`src/rtl/cy_tdm_demux8.sv`:
```
// Receive-side TDM demultiplexer: rebuilds CHANNELS parallel bits from a
// serial stream framed by a slot-0 sync marker and presents one registered
// word per complete frame.
module cy_tdm_demux8 #(
    parameter int unsigned CHANNELS  = 8,
    parameter int unsigned SEL_WIDTH = 3
) (
    input  logic                 clock,
    input  logic                 reset,
    input  logic                 en,
    input  logic                 d,
    input  logic                 sync,
    output logic [CHANNELS-1:0]  y,
    output logic                 frame_valid,
    output logic                 sync_err,
    output logic                 locked,
    output logic [SEL_WIDTH-1:0] sel
);

    localparam int unsigned SHADOW_W = CHANNELS - 1;
    localparam logic [SEL_WIDTH-1:0] SLOT_FIRST = '0;
    localparam logic [SEL_WIDTH-1:0] SLOT_ONE   = SEL_WIDTH'(1);
    localparam logic [SEL_WIDTH-1:0] SLOT_LAST  = SEL_WIDTH'(CHANNELS - 1);

    typedef enum logic {
        HUNT   = 1'b0,
        LOCKED = 1'b1
    } state_t;

    state_t                state;
    state_t                state_nxt;
    logic [SEL_WIDTH-1:0]  slot;
    logic [SEL_WIDTH-1:0]  slot_nxt;
    logic [SHADOW_W-1:0]   shadow;
    logic [SHADOW_W-1:0]   shadow_nxt;
    logic [CHANNELS-1:0]   y_nxt;
    logic                  frame_valid_nxt;
    logic                  sync_err_nxt;

    // Slot classification of the current sample.
    logic at_first;
    logic at_last;

    assign at_first = (slot == SLOT_FIRST);
    assign at_last  = (slot == SLOT_LAST);

    // State register.
    always_ff @(posedge clock or posedge reset) begin
        if (reset) begin
            state <= HUNT;
        end else begin
            state <= state_nxt;
        end
    end

    // Next-state logic: lock on sync, drop lock only on a missing slot-0 sync.
    always_comb begin
        state_nxt = state;
        if (en) begin
            unique case (state)
                HUNT: begin
                    if (sync) begin
                        state_nxt = LOCKED;
                    end
                end
                LOCKED: begin
                    if (at_first && !sync) begin
                        state_nxt = HUNT;
                    end
                end
                default: state_nxt = HUNT;
            endcase
        end
    end

    // Datapath/output next values: slot advance, shadow capture, frame commit.
    always_comb begin
        slot_nxt        = slot;
        shadow_nxt      = shadow;
        y_nxt           = y;
        frame_valid_nxt = 1'b0;
        sync_err_nxt    = 1'b0;
        if (en) begin
            unique case (state)
                HUNT: begin
                    if (sync) begin
                        shadow_nxt[0] = d;
                        slot_nxt      = SLOT_ONE;
                    end
                end
                LOCKED: begin
                    if (sync) begin
                        // Sync anywhere but slot 0 drops the partial frame and restarts.
                        sync_err_nxt  = !at_first;
                        shadow_nxt[0] = d;
                        slot_nxt      = SLOT_ONE;
                    end else if (at_first) begin
                        // Missing sync: discard sample and fall back to hunting.
                        sync_err_nxt = 1'b1;
                        slot_nxt     = SLOT_FIRST;
                    end else if (at_last) begin
                        // Last slot goes straight into y so the word updates atomically.
                        y_nxt           = {d, shadow};
                        frame_valid_nxt = 1'b1;
                        slot_nxt        = SLOT_FIRST;
                    end else begin
                        for (int unsigned i = 0; i < SHADOW_W; i++) begin
                            if (slot == SEL_WIDTH'(i)) begin
                                shadow_nxt[i] = d;
                            end
                        end
                        slot_nxt = slot + SLOT_ONE;
                    end
                end
                default: begin
                    slot_nxt = SLOT_FIRST;
                end
            endcase
        end
    end

    // Datapath and output registers.
    always_ff @(posedge clock or posedge reset) begin
        if (reset) begin
            slot        <= SLOT_FIRST;
            shadow      <= '0;
            y           <= '0;
            frame_valid <= 1'b0;
            sync_err    <= 1'b0;
            locked      <= 1'b0;
        end else begin
            slot        <= slot_nxt;
            shadow      <= shadow_nxt;
            y           <= y_nxt;
            frame_valid <= frame_valid_nxt;
            sync_err    <= sync_err_nxt;
            locked      <= (state_nxt == LOCKED);
        end
    end

    assign sel = slot;

endmodule

```
`config.mk`:
```
export PLATFORM = sky130hd
export DESIGN_NAME = cy_tdm_demux8
export DESIGN_NICKNAME = d
export VERILOG_FILES = /design/src/rtl/cy_tdm_demux8.sv
export SDC_FILE = /design/constraint.sdc
export NUM_CORES = 1
export LEC_CHECK = 0
export CORE_MARGIN = 2
export CORE_UTILIZATION = 53
export CTS_BUF_LIST = sky130_fd_sc_hd__clkbuf_2 sky130_fd_sc_hd__clkbuf_4 sky130_fd_sc_hd__clkbuf_8
export DETAILED_ROUTE_END_ITERATION = 8
export PLACE_DENSITY = 0.81
export SLEW_MARGIN = 30
export SYNTH_ARGS = -nofsm -noshare
export SYNTH_HDL_FRONTEND = slang
export SYNTH_SLANG_ARGS = --single-unit
```
`constraint.sdc`:
```
create_clock -name clock -period 2.4 [get_ports clock]
set_input_delay 0.72 -clock clock [delete_from_list [all_inputs] [get_ports clock]]
set_output_delay 0.72 -clock clock [all_outputs]
set_load 0.03 [all_outputs]
```
==> results of run 1 <==
cell type report:
type	instances	area [sq um]	area share (%)
inverters	7	26.3	2.02
repair buffers	24	225	17.3
multi-input cells	54	464	35.6
clock buffers	3	22.5	1.73
well taps	27	33.8	2.59
flip-flops and latches	21	526	40.3
clock inverters	1	5.00	0.384
power by group through the flow:
stage	registers, mW	clock network (mW)	logic [mW]
after floorplan	0.578	0	0.239
after global placement	0.498	0	0.459
after detailed placement	0.502	0	0.475
after CTS	0.494	0.172	0.475
after global routing	0.506	0.189	0.523
final	0.495	0.163	0.473
logic make-up (layout without fill, tap and decap cells):
logic type,Yosys count,count (layout),share of synthesized area (%)
AND/OR/NAND/NOR,24,24,13.6
flip-flops,21,21,50.4
multiplexers,15,15,16.2
buffers and inverters,10,35,5.16
adder cells (fa/ha/maj),9,9,10.8
AO/OA/AOI/OAI,6,6,3.96
final timing paths:
kind / from / end / slack [ns] / depth (start not counted)
worst max-delay path: sel[2] / sel[2] / 0.13 / 1
worst min-delay path: shadow[2] / shadow[2] / 0.50 / 1
worst max register to register: sel[0] / y[5] / 0.28 / 8
worst min register to register: shadow[2] / shadow[2] / 0.50 / 1
max in group asynchronous: reset / y[3] / 1.45 / 3
min in group asynchronous: reset / y[6] / 0.74 / 3
placed cells by master (no fill, tap or decap), types with 2 or more instances in the layout:
cell,count
sky130_fd_sc_hd__buf_4,6
sky130_fd_sc_hd__clkbuf_4,3
sky130_fd_sc_hd__clkdlybuf4s50_1,18
sky130_fd_sc_hd__dfrtp_1,21
sky130_fd_sc_hd__ha_1,9
sky130_fd_sc_hd__inv_1,7
sky130_fd_sc_hd__mux2_1,2
sky130_fd_sc_hd__mux2_2,13
sky130_fd_sc_hd__nand2_1,7
sky130_fd_sc_hd__nand3_1,4
sky130_fd_sc_hd__nor2_2,2
routing by layer:
layer  wire [um]  track usage [%]
met4          10             4.29
met1         789             20.5
met2         892             28.7
met5           0                0
met3          87             4.01
flip-flops by register name, indices dropped and copies added (netlist names):
name and cells:
sync_err 1, sel 3, shadow 7, y 8
locked 1, frame_valid 1
through the flow:
step	instance area, sq um	TNS, ns	total power, mW	utilization, %
final	1300	0	1.13	68.5
after global routing	1300	0	1.22	68.5
after detailed placement	1270	-0.00910	0.977	67.0
after CTS	1300	0	1.14	68.5
after floorplan	1040	0	0.817	-
after global placement	1270	0	0.957	67.0
==> impl_metrics.json, run 1 <==
{
  "share_of_synthesized_flip_flops_with_an_asynchronous_set_or_reset_pct": 100,
  "power.switching_fraction_pct": 37.8,
  "max-cap-violations": 0,
  "slew_viol_final": 0,
  "final.min_clock_period_ns": 2.27,
  "final_setup_fails": 0,
  "floorplan.rows": 16,
  "timing.hold.ws_ns": 0.498,
  "grt_start_max_net_pins": 22,
  "tritoncts_clock_tree": "built",
  "cp_top_family": "buffers and inverters",
  "synth-edff-count": 0,
  "number_of_nets_in_the_layout": 125,
  "critPathCaptureType": "primary output",
  "category_of_the_most_critical_setup_path": "register to primary output",
  "seq_area_frac_synth_pct": 50.4,
  "drive_gt1_share_pct": 24.5,
  "synth_area_leaders": "sky130_fd_sc_hd__dfrtp_1, sky130_fd_sc_hd__mux2_2, sky130_fd_sc_hd__ha_1, sky130_fd_sc_hd__inv_1, sky130_fd_sc_hd__nand2_1",
  "worst_setup_path_start_kind": "register",
  "dp.final_hpwl_mm": 1.33,
  "timing.slew.headroom_pct": 77.5,
  "post_cts.repair.setup_buffers": 0,
  "place.detailed.instances": 133,
  "htreeDepth": 1,
  "numCtsBuffers": 3,
  "synth_top_cell_by_area": "sky130_fd_sc_hd__dfrtp_1",
  "worst_skew_pair.late_latency_ns": 0.30,
  "grt_usage_pct": 16.4,
  "critical_path_buf_inv_count": 1,
  "antenna_found_initial": 0,
  "resized_gates_after_cts": 0,
  "syn_avg_cell_area_sq_um": 12.3,
  "max_vdd_drop_v": 0.000543,
  "die_height_um": 48.4,
  "setup_ws_ns": 0.131,
  "start_util_pct": 54.9,
  "antenna_violating_nets_post_route": 0,
  "synthToLayoutAreaGrowth_pct": 24.8,
  "route.detailed.vias_per_inst": 5.26,
  "clock_sinks": 21,
  "hold_path.class": "register to register",
  "share_comb_of_total_power_pct": 41.8,
  "core_area_sq_um": 1900,
  "drt_wl_total_mm": 1.78,
  "post-synth-top-count-cell": "sky130_fd_sc_hd__dfrtp_1",
  "cp.arrival_ns": 1.55,
  "cp.required_ns": 1.68,
  "clk_transition_reported_paths_ns": 0.11,
  "tightest_slew_ns": 0.337,
  "p_switching_uw": 427,
  "grt_first_pass_wirelength_mm": 3.02,
  "timing.critical_path.cells": "clkdlybuf4s50_1",
  "postSynthRegisterBits": 21,
  "longest_individual_stage_delay_on_the_worst_path_ns": 0.73,
  "preCtsSetupSlack_ns": -0.00910,
  "vias_in_the_first_global_route": 683,
  "mappedNetlistNets": 99,
  "placement.io_buffers": 18,
  "gp_congestion": 0.784,
  "finish.cell_count_without_fillers": 137,
  "fin_skew_ns": 0.00291,
  "fillerInstances": 134,
  "p_per_area_nw_per_um2": 868,
  "grt_overflow": 0,
  "crit_fanout": 9,
  "finalCritPeriodShare_pct": 94.5,
  "count_of_final_hold_check_violations": 0,
  "clock_power_share_pct": 14.4,
  "fmax_ghz": 0.441,
  "antennaDiodeCount": 0,
  "crit_path_top_delay_cell": "sky130_fd_sc_hd__clkdlybuf4s50_1",
  "max-clock-path-buffers": 2,
  "postSynthCellCount": 85,
  "pwr-share-seq_pct": 43.8,
  "first_iter_violations": 6,
  "synthesis.area_sq_um": 1040,
  "vias": 721,
  "status": "completed",
  "yosys.area.top_type_share_pct": 50.4,
  "dieArea_sq_um": 2340,
  "post_synth_most_frequent_cells": "sky130_fd_sc_hd__dfrtp_1, sky130_fd_sc_hd__mux2_2, sky130_fd_sc_hd__ha_1",
  "static-leakage-power_nw": 0.629,
  "post_cts_hold_buffer_count": 0,
  "detailedRoute.firstPassIterationCount": 4,
  "ys.warnings.count": 0,
  "internal_power_uw": 703,
  "floorplan.io_pins": 19,
  "ctsRootBufferMaster": "sky130_fd_sc_hd__clkbuf_4",
  "synthFlopType": "sky130_fd_sc_hd__dfrtp_1",
  "chipWidth_um": 48.4,
  "drc": 0,
  "ys_types": 27,
  "setup_repair_after_global_routing_missed_its_margin": "no",
  "post_drt_wl_per_cell_um": 13.0
}
(Power assumes the default switching activity.)
==> run 2: changes to the inputs <==
--- a/config.mk
+++ b/config.mk
@@ -5,11 +5,12 @@
 export SDC_FILE = /design/constraint.sdc
 export NUM_CORES = 1
 export LEC_CHECK = 0
-export CORE_MARGIN = 2
+export CORE_MARGIN = 10
 export CORE_UTILIZATION = 53
 export CTS_BUF_LIST = sky130_fd_sc_hd__clkbuf_2 sky130_fd_sc_hd__clkbuf_4 sky130_fd_sc_hd__clkbuf_8
 export DETAILED_ROUTE_END_ITERATION = 8
 export PLACE_DENSITY = 0.81
+export RECOVER_POWER = 50
 export SLEW_MARGIN = 30
 export SYNTH_ARGS = -nofsm -noshare
 export SYNTH_HDL_FRONTEND = slang
==> impl_metrics.json, run 2 (same netlist as run 1, synthesis figures left out) <==
{
  "grt_usage_pct": 10.4,
  "pwr-share-seq_pct": 43.4,
  "worst_setup_path_start_kind": "register",
  "floorplan.io_pins": 19,
  "slew_viol_final": 0,
  "share_comb_of_total_power_pct": 41.0,
  "power.switching_fraction_pct": 38.9,
  "longest_individual_stage_delay_on_the_worst_path_ns": 0.75,
  "first_iter_violations": 25,
  "fmax_ghz": 0.434,
  "fin_skew_ns": 0.00845,
  "largest-register": "y",
  "setup_repair_after_global_routing_missed_its_margin": "no",
  "max_vdd_drop_v": 0.000439,
  "grt_start_max_net_pins": 22,
  "post_cts_hold_buffer_count": 0,
  "layout_common_cells": "sky130_fd_sc_hd__dfrtp_1, sky130_fd_sc_hd__clkdlybuf4s50_1, sky130_fd_sc_hd__mux2_2",
  "fillerInstances": 136,
  "p_switching_uw": 446,
  "core_area_sq_um": 1800,
  "dieArea_sq_um": 4140,
  "worst_skew_pair.late_latency_ns": 0.32,
  "gp_congestion": 0.795,
  "vias": 703,
  "place.detailed.instances": 130,
  "numCtsBuffers": 3,
  "final.min_clock_period_ns": 2.30,
  "status": "completed",
  "timing.hold.ws_ns": 0.506,
  "antenna_found_initial": 0,
  "critPathCaptureType": "primary output",
  "number_of_nets_in_the_layout": 124,
  "finish.cell_count_without_fillers": 134,
  "dp.final_hpwl_mm": 1.58,
  "count_of_final_hold_check_violations": 0,
  "detailedRoute.firstPassIterationCount": 4,
  "antenna_violating_nets_post_route": 0,
  "chipWidth_um": 64.4,
  "ctsRootBufferMaster": "sky130_fd_sc_hd__clkbuf_4",
  "crit_path_top_delay_cell": "sky130_fd_sc_hd__clkdlybuf4s50_1",
  "max-clock-path-buffers": 2,
  "floorplan.rows": 15,
  "clock_power_share_pct": 15.7,
  "htreeDepth": 1,
  "static-leakage-power_nw": 0.616,
  "placement.io_buffers": 18,
  "crit_fanout": 9,
  "tightest_slew_ns": 1.06,
  "max-cap-violations": 0,
  "final_setup_fails": 0,
  "finalCritPeriodShare_pct": 95.9,
  "internal_power_uw": 701,
  "grt_overflow": 0,
  "drive_gt1_share_pct": 21.1,
  "p_per_area_nw_per_um2": 891,
  "post_cts.repair.setup_buffers": 0,
  "timing.critical_path.cells": "clkdlybuf4s50_1",
  "cp_top_family": "buffers and inverters",
  "cp.arrival_ns": 1.58,
  "clock_sinks": 21,
  "layout.cells.most_common": "sky130_fd_sc_hd__dfrtp_1",
  "tritoncts_clock_tree": "built",
  "antennaDiodeCount": 0,
  "hold_path.class": "register to register",
  "die_height_um": 64.4,
  "grt_first_pass_wirelength_mm": 3.46,
  "cp.required_ns": 1.68,
  "post_drt_wl_per_cell_um": 15.0,
  "resized_gates_after_cts": 0,
  "synthToLayoutAreaGrowth_pct": 23.4,
  "category_of_the_most_critical_setup_path": "register to primary output",
  "drc": 0,
  "vias_in_the_first_global_route": 778,
  "drt_wl_total_mm": 2.01,
  "route.detailed.vias_per_inst": 5.25,
  "critical_path_buf_inv_count": 1,
  "clk_transition_reported_paths_ns": 0.13,
  "largest_register_ff_count": 8,
  "start_util_pct": 57.9,
  "timing.slew.headroom_pct": 29.4
}
==> run 2: metal layers <==
metal | global-route usage (%) | wire, um | up-vias
li1 | - | - | 345
met1 | 10.8 | 841 | 337
met2 | 17.0 | 940 | 16
met3 | 5.23 | 181 | 5
met4 | 5.35 | 42 | 0
met5 | 0 | 0 | -
==> run 2: path summary, 6_finish.rpt <==
check,end,from,slack [ns],cells past startpoint
setup / recovery,sel[2],sel[2],0.1,1
hold / removal,shadow[2],shadow[2],0.51,1
setup reg to reg,y[2],sel[0],0.31,8
hold reg to reg,shadow[2],shadow[2],0.51,1
max in group asynchronous,sel[2],reset,0.61,3
min in group asynchronous,shadow[6],reset,1.15,3
==> run 2: power by group through the flow <==
stage	Clock (mW)	Sequential [mW]	Combinational, mW
after floorplan	0	0.578	0.239
after global placement	0	0.500	0.462
after detailed placement	0	0.506	0.477
after CTS	0.186	0.499	0.478
after global routing	0.204	0.511	0.516
final	0.180	0.498	0.470
==> run 2: cell type report <==
class	count	area [sq um]	area share, %
clock inverters	1	7.51	0.583
well taps	25	31.3	2.43
flip-flops and latches	21	526	40.8
inverters	7	26.3	2.04
clock buffers	3	22.5	1.75
multi-input cells	54	464	36.1
repair buffers	23	210	16.3
==> run 2: through the flow <==
stage	cell area, sq um	util (%)	setup TNS, ns	setup WS [ns]	power [mW]
floorplan	1040	-	0	0.371	0.817
global placement	1260	70.2	0	0.0454	0.962
global route	1290	71.5	0	0.0242	1.23
CTS	1290	71.9	0	0.0953	1.16
finish	1290	71.5	0	0.0976	1.15
detailed placement	1260	70.2	-0.0243	-0.0243	0.983
==> run 3: changes to the inputs <==
--- a/config.mk
+++ b/config.mk
@@ -5,10 +5,10 @@
 export SDC_FILE = /design/constraint.sdc
 export NUM_CORES = 1
 export LEC_CHECK = 0
-export CORE_MARGIN = 10
 export CORE_UTILIZATION = 53
 export CTS_BUF_LIST = sky130_fd_sc_hd__clkbuf_2 sky130_fd_sc_hd__clkbuf_4 sky130_fd_sc_hd__clkbuf_8
 export DETAILED_ROUTE_END_ITERATION = 8
+export GPL_TIMING_DRIVEN = 0
 export PLACE_DENSITY = 0.81
 export RECOVER_POWER = 50
 export SLEW_MARGIN = 30
==> impl_metrics.json, run 3 (same netlist as run 1, synthesis figures left out) <==
{
  "largest_register_ff_count": 8,
  "worst-r2r-setup-slack_ns": 0.19,
  "post_cts.repair.setup_buffers": 0,
  "ctsRootBufferMaster": "sky130_fd_sc_hd__clkbuf_4",
  "clk_transition_reported_paths_ns": 0.12,
  "max-clock-path-buffers": 2,
  "route.detailed.vias_per_inst": 5.10,
  "layout_common_cells": "sky130_fd_sc_hd__dfrtp_1, sky130_fd_sc_hd__clkdlybuf4s50_1, sky130_fd_sc_hd__mux2_2",
  "longest_individual_stage_delay_on_the_worst_path_ns": 0.73,
  "dieArea_sq_um": 2150,
  "crit_fanout": 9,
  "status": "completed",
  "cp.required_ns": 1.68,
  "hold_path_end": "shadow[1]",
  "count_of_final_hold_check_violations": 0,
  "category_of_the_most_critical_setup_path": "register to primary output",
  "static-leakage-power_nw": 0.606,
  "layout.cells.most_common": "sky130_fd_sc_hd__dfrtp_1",
  "drive_gt1_share_pct": 21.7,
  "timing.slew.headroom_pct": 50.2,
  "timing.reg2reg.worst_path_depth": 7,
  "htreeDepth": 1,
  "antennaDiodeCount": 0,
  "hold_path.class": "register to register",
  "finish.cell_count_without_fillers": 131,
  "start_util_pct": 58.5,
  "critPathCaptureType": "primary output",
  "vias": 668,
  "first_iter_violations": 1,
  "antenna_found_initial": 0,
  "synthToLayoutAreaGrowth_pct": 22.1,
  "drt_wl_total_mm": 1.75,
  "max-cap-violations": 0,
  "resized_gates_after_cts": 0,
  "p_per_area_nw_per_um2": 897,
  "largest-register": "y",
  "chipWidth_um": 46.4,
  "gp_congestion": 0.852,
  "grt_start_max_net_pins": 22,
  "floorplan.rows": 15,
  "place.detailed.instances": 127,
  "timing.critical_path.cells": "clkdlybuf4s50_1",
  "tightest_slew_ns": 0.747,
  "detailedRoute.firstPassIterationCount": 2,
  "clock_sinks": 21,
  "antenna_violating_nets_post_route": 0,
  "crit_path_top_delay_cell": "sky130_fd_sc_hd__clkdlybuf4s50_1",
  "post_cts_hold_buffer_count": 0,
  "worst_skew_pair.late_latency_ns": 0.30,
  "worst_setup_path_start_kind": "register",
  "numCtsBuffers": 3,
  "cp.arrival_ns": 1.56,
  "r2r-start": "sel[0]",
  "post_drt_wl_per_cell_um": 13.4,
  "setup_repair_after_global_routing_missed_its_margin": "no",
  "die_height_um": 46.4,
  "final.min_clock_period_ns": 2.28,
  "vias_in_the_first_global_route": 638,
  "critical_path_buf_inv_count": 1,
  "slew_viol_final": 0,
  "hold_depth": 1,
  "floorplan.io_pins": 19,
  "hold_path_startpoint": "shadow[1]",
  "fmax_ghz": 0.439,
  "dp.final_hpwl_mm": 1.31,
  "regToRegEndpoint": "y[1]",
  "grt_overflow": 0,
  "number_of_nets_in_the_layout": 121,
  "max_vdd_drop_v": 0.000686,
  "tritoncts_clock_tree": "built",
  "placement.io_buffers": 17,
  "drc": 0,
  "totalPowerFinal_mw": 1.14,
  "core_area_sq_um": 1780,
  "cp_top_family": "buffers and inverters",
  "final_setup_fails": 0,
  "finalCritPeriodShare_pct": 95.0,
  "grt_first_pass_wirelength_mm": 2.81,
  "fin_skew_ns": 0.00166,
  "grt_usage_pct": 19.6
}
==> run 3: cell types whose count changed in the layout (fill, tap and decap cells not counted), sizes merged <==
cell	delta
buf	-1
clkbuf	-1
dlygate4sd3	-1
==> run 3: area by class of cell <==
| type | instances | area (sq um) |
|---|---|---|
| inverter | 7 | 26.3 |
| clock inverter | 1 | 7.51 |
| buffer | 3 | 26.3 |
| timing repair buffer | 17 | 170 |
| fill | 128 | 509 |
| multi-input combinational | 54 | 464 |
| sequential | 21 | 526 |
| clock buffer | 3 | 22.5 |
| tap | 25 | 31.3 |
==> run 3: report_power, final <==
part	internal, mW	leakage [nW]	switching (mW)
combinational	0.209	0.314	0.255
clock	0.0635	0.0139	0.111
sequential	0.434	0.278	0.0694
==> run 3: per-stage QoR <==
step / setup TNS (ns) / cell area, sq um / worst slack (ns) / hold slack, ns / utilization (%)
after floorplan: 0 / 1040 / 0.371 / 0.454 / -
after global placement: -0.00353 / 1240 / -0.00163 / 0.464 / 69.8
after detailed placement: -0.208 / 1240 / -0.0321 / 0.477 / 69.8
after CTS: 0 / 1270 / 0.115 / 0.506 / 71.5
after global routing: 0 / 1270 / 0.0420 / 0.537 / 71.4
final: 0 / 1270 / 0.120 / 0.497 / 71.4
==> run 3: worst max path at each step <==
stage | cells after the start | endpoint | startpoint | slack [ns]
2_1_floorplan | 7 | y[0] | sel[0] | 0.37
3_3_place_gp | 4 | y[4] | en | -0.002
3_5_place_dp | 4 | y[1] | en | -0.03
4_1_cts | 1 | sel[2] | sel[2] | 0.11
5_1_grt | 7 | y[2] | sel[0] | 0.04
6_report | 1 | sel[2] | sel[2] | 0.12
==> run 3: layer usage <==
| layer | vias up | global-route usage, % | share of wire (%) |
|---|---|---|---|
| li1 | 336 | - | - |
| met1 | 314 | 24.1 | 45 |
| met2 | 14 | 32.2 | 49 |
| met3 | 4 | 2.35 | 2.8 |
| met4 | 0 | 12.4 | 2.4 |
| met5 | - | 0 | 0 |
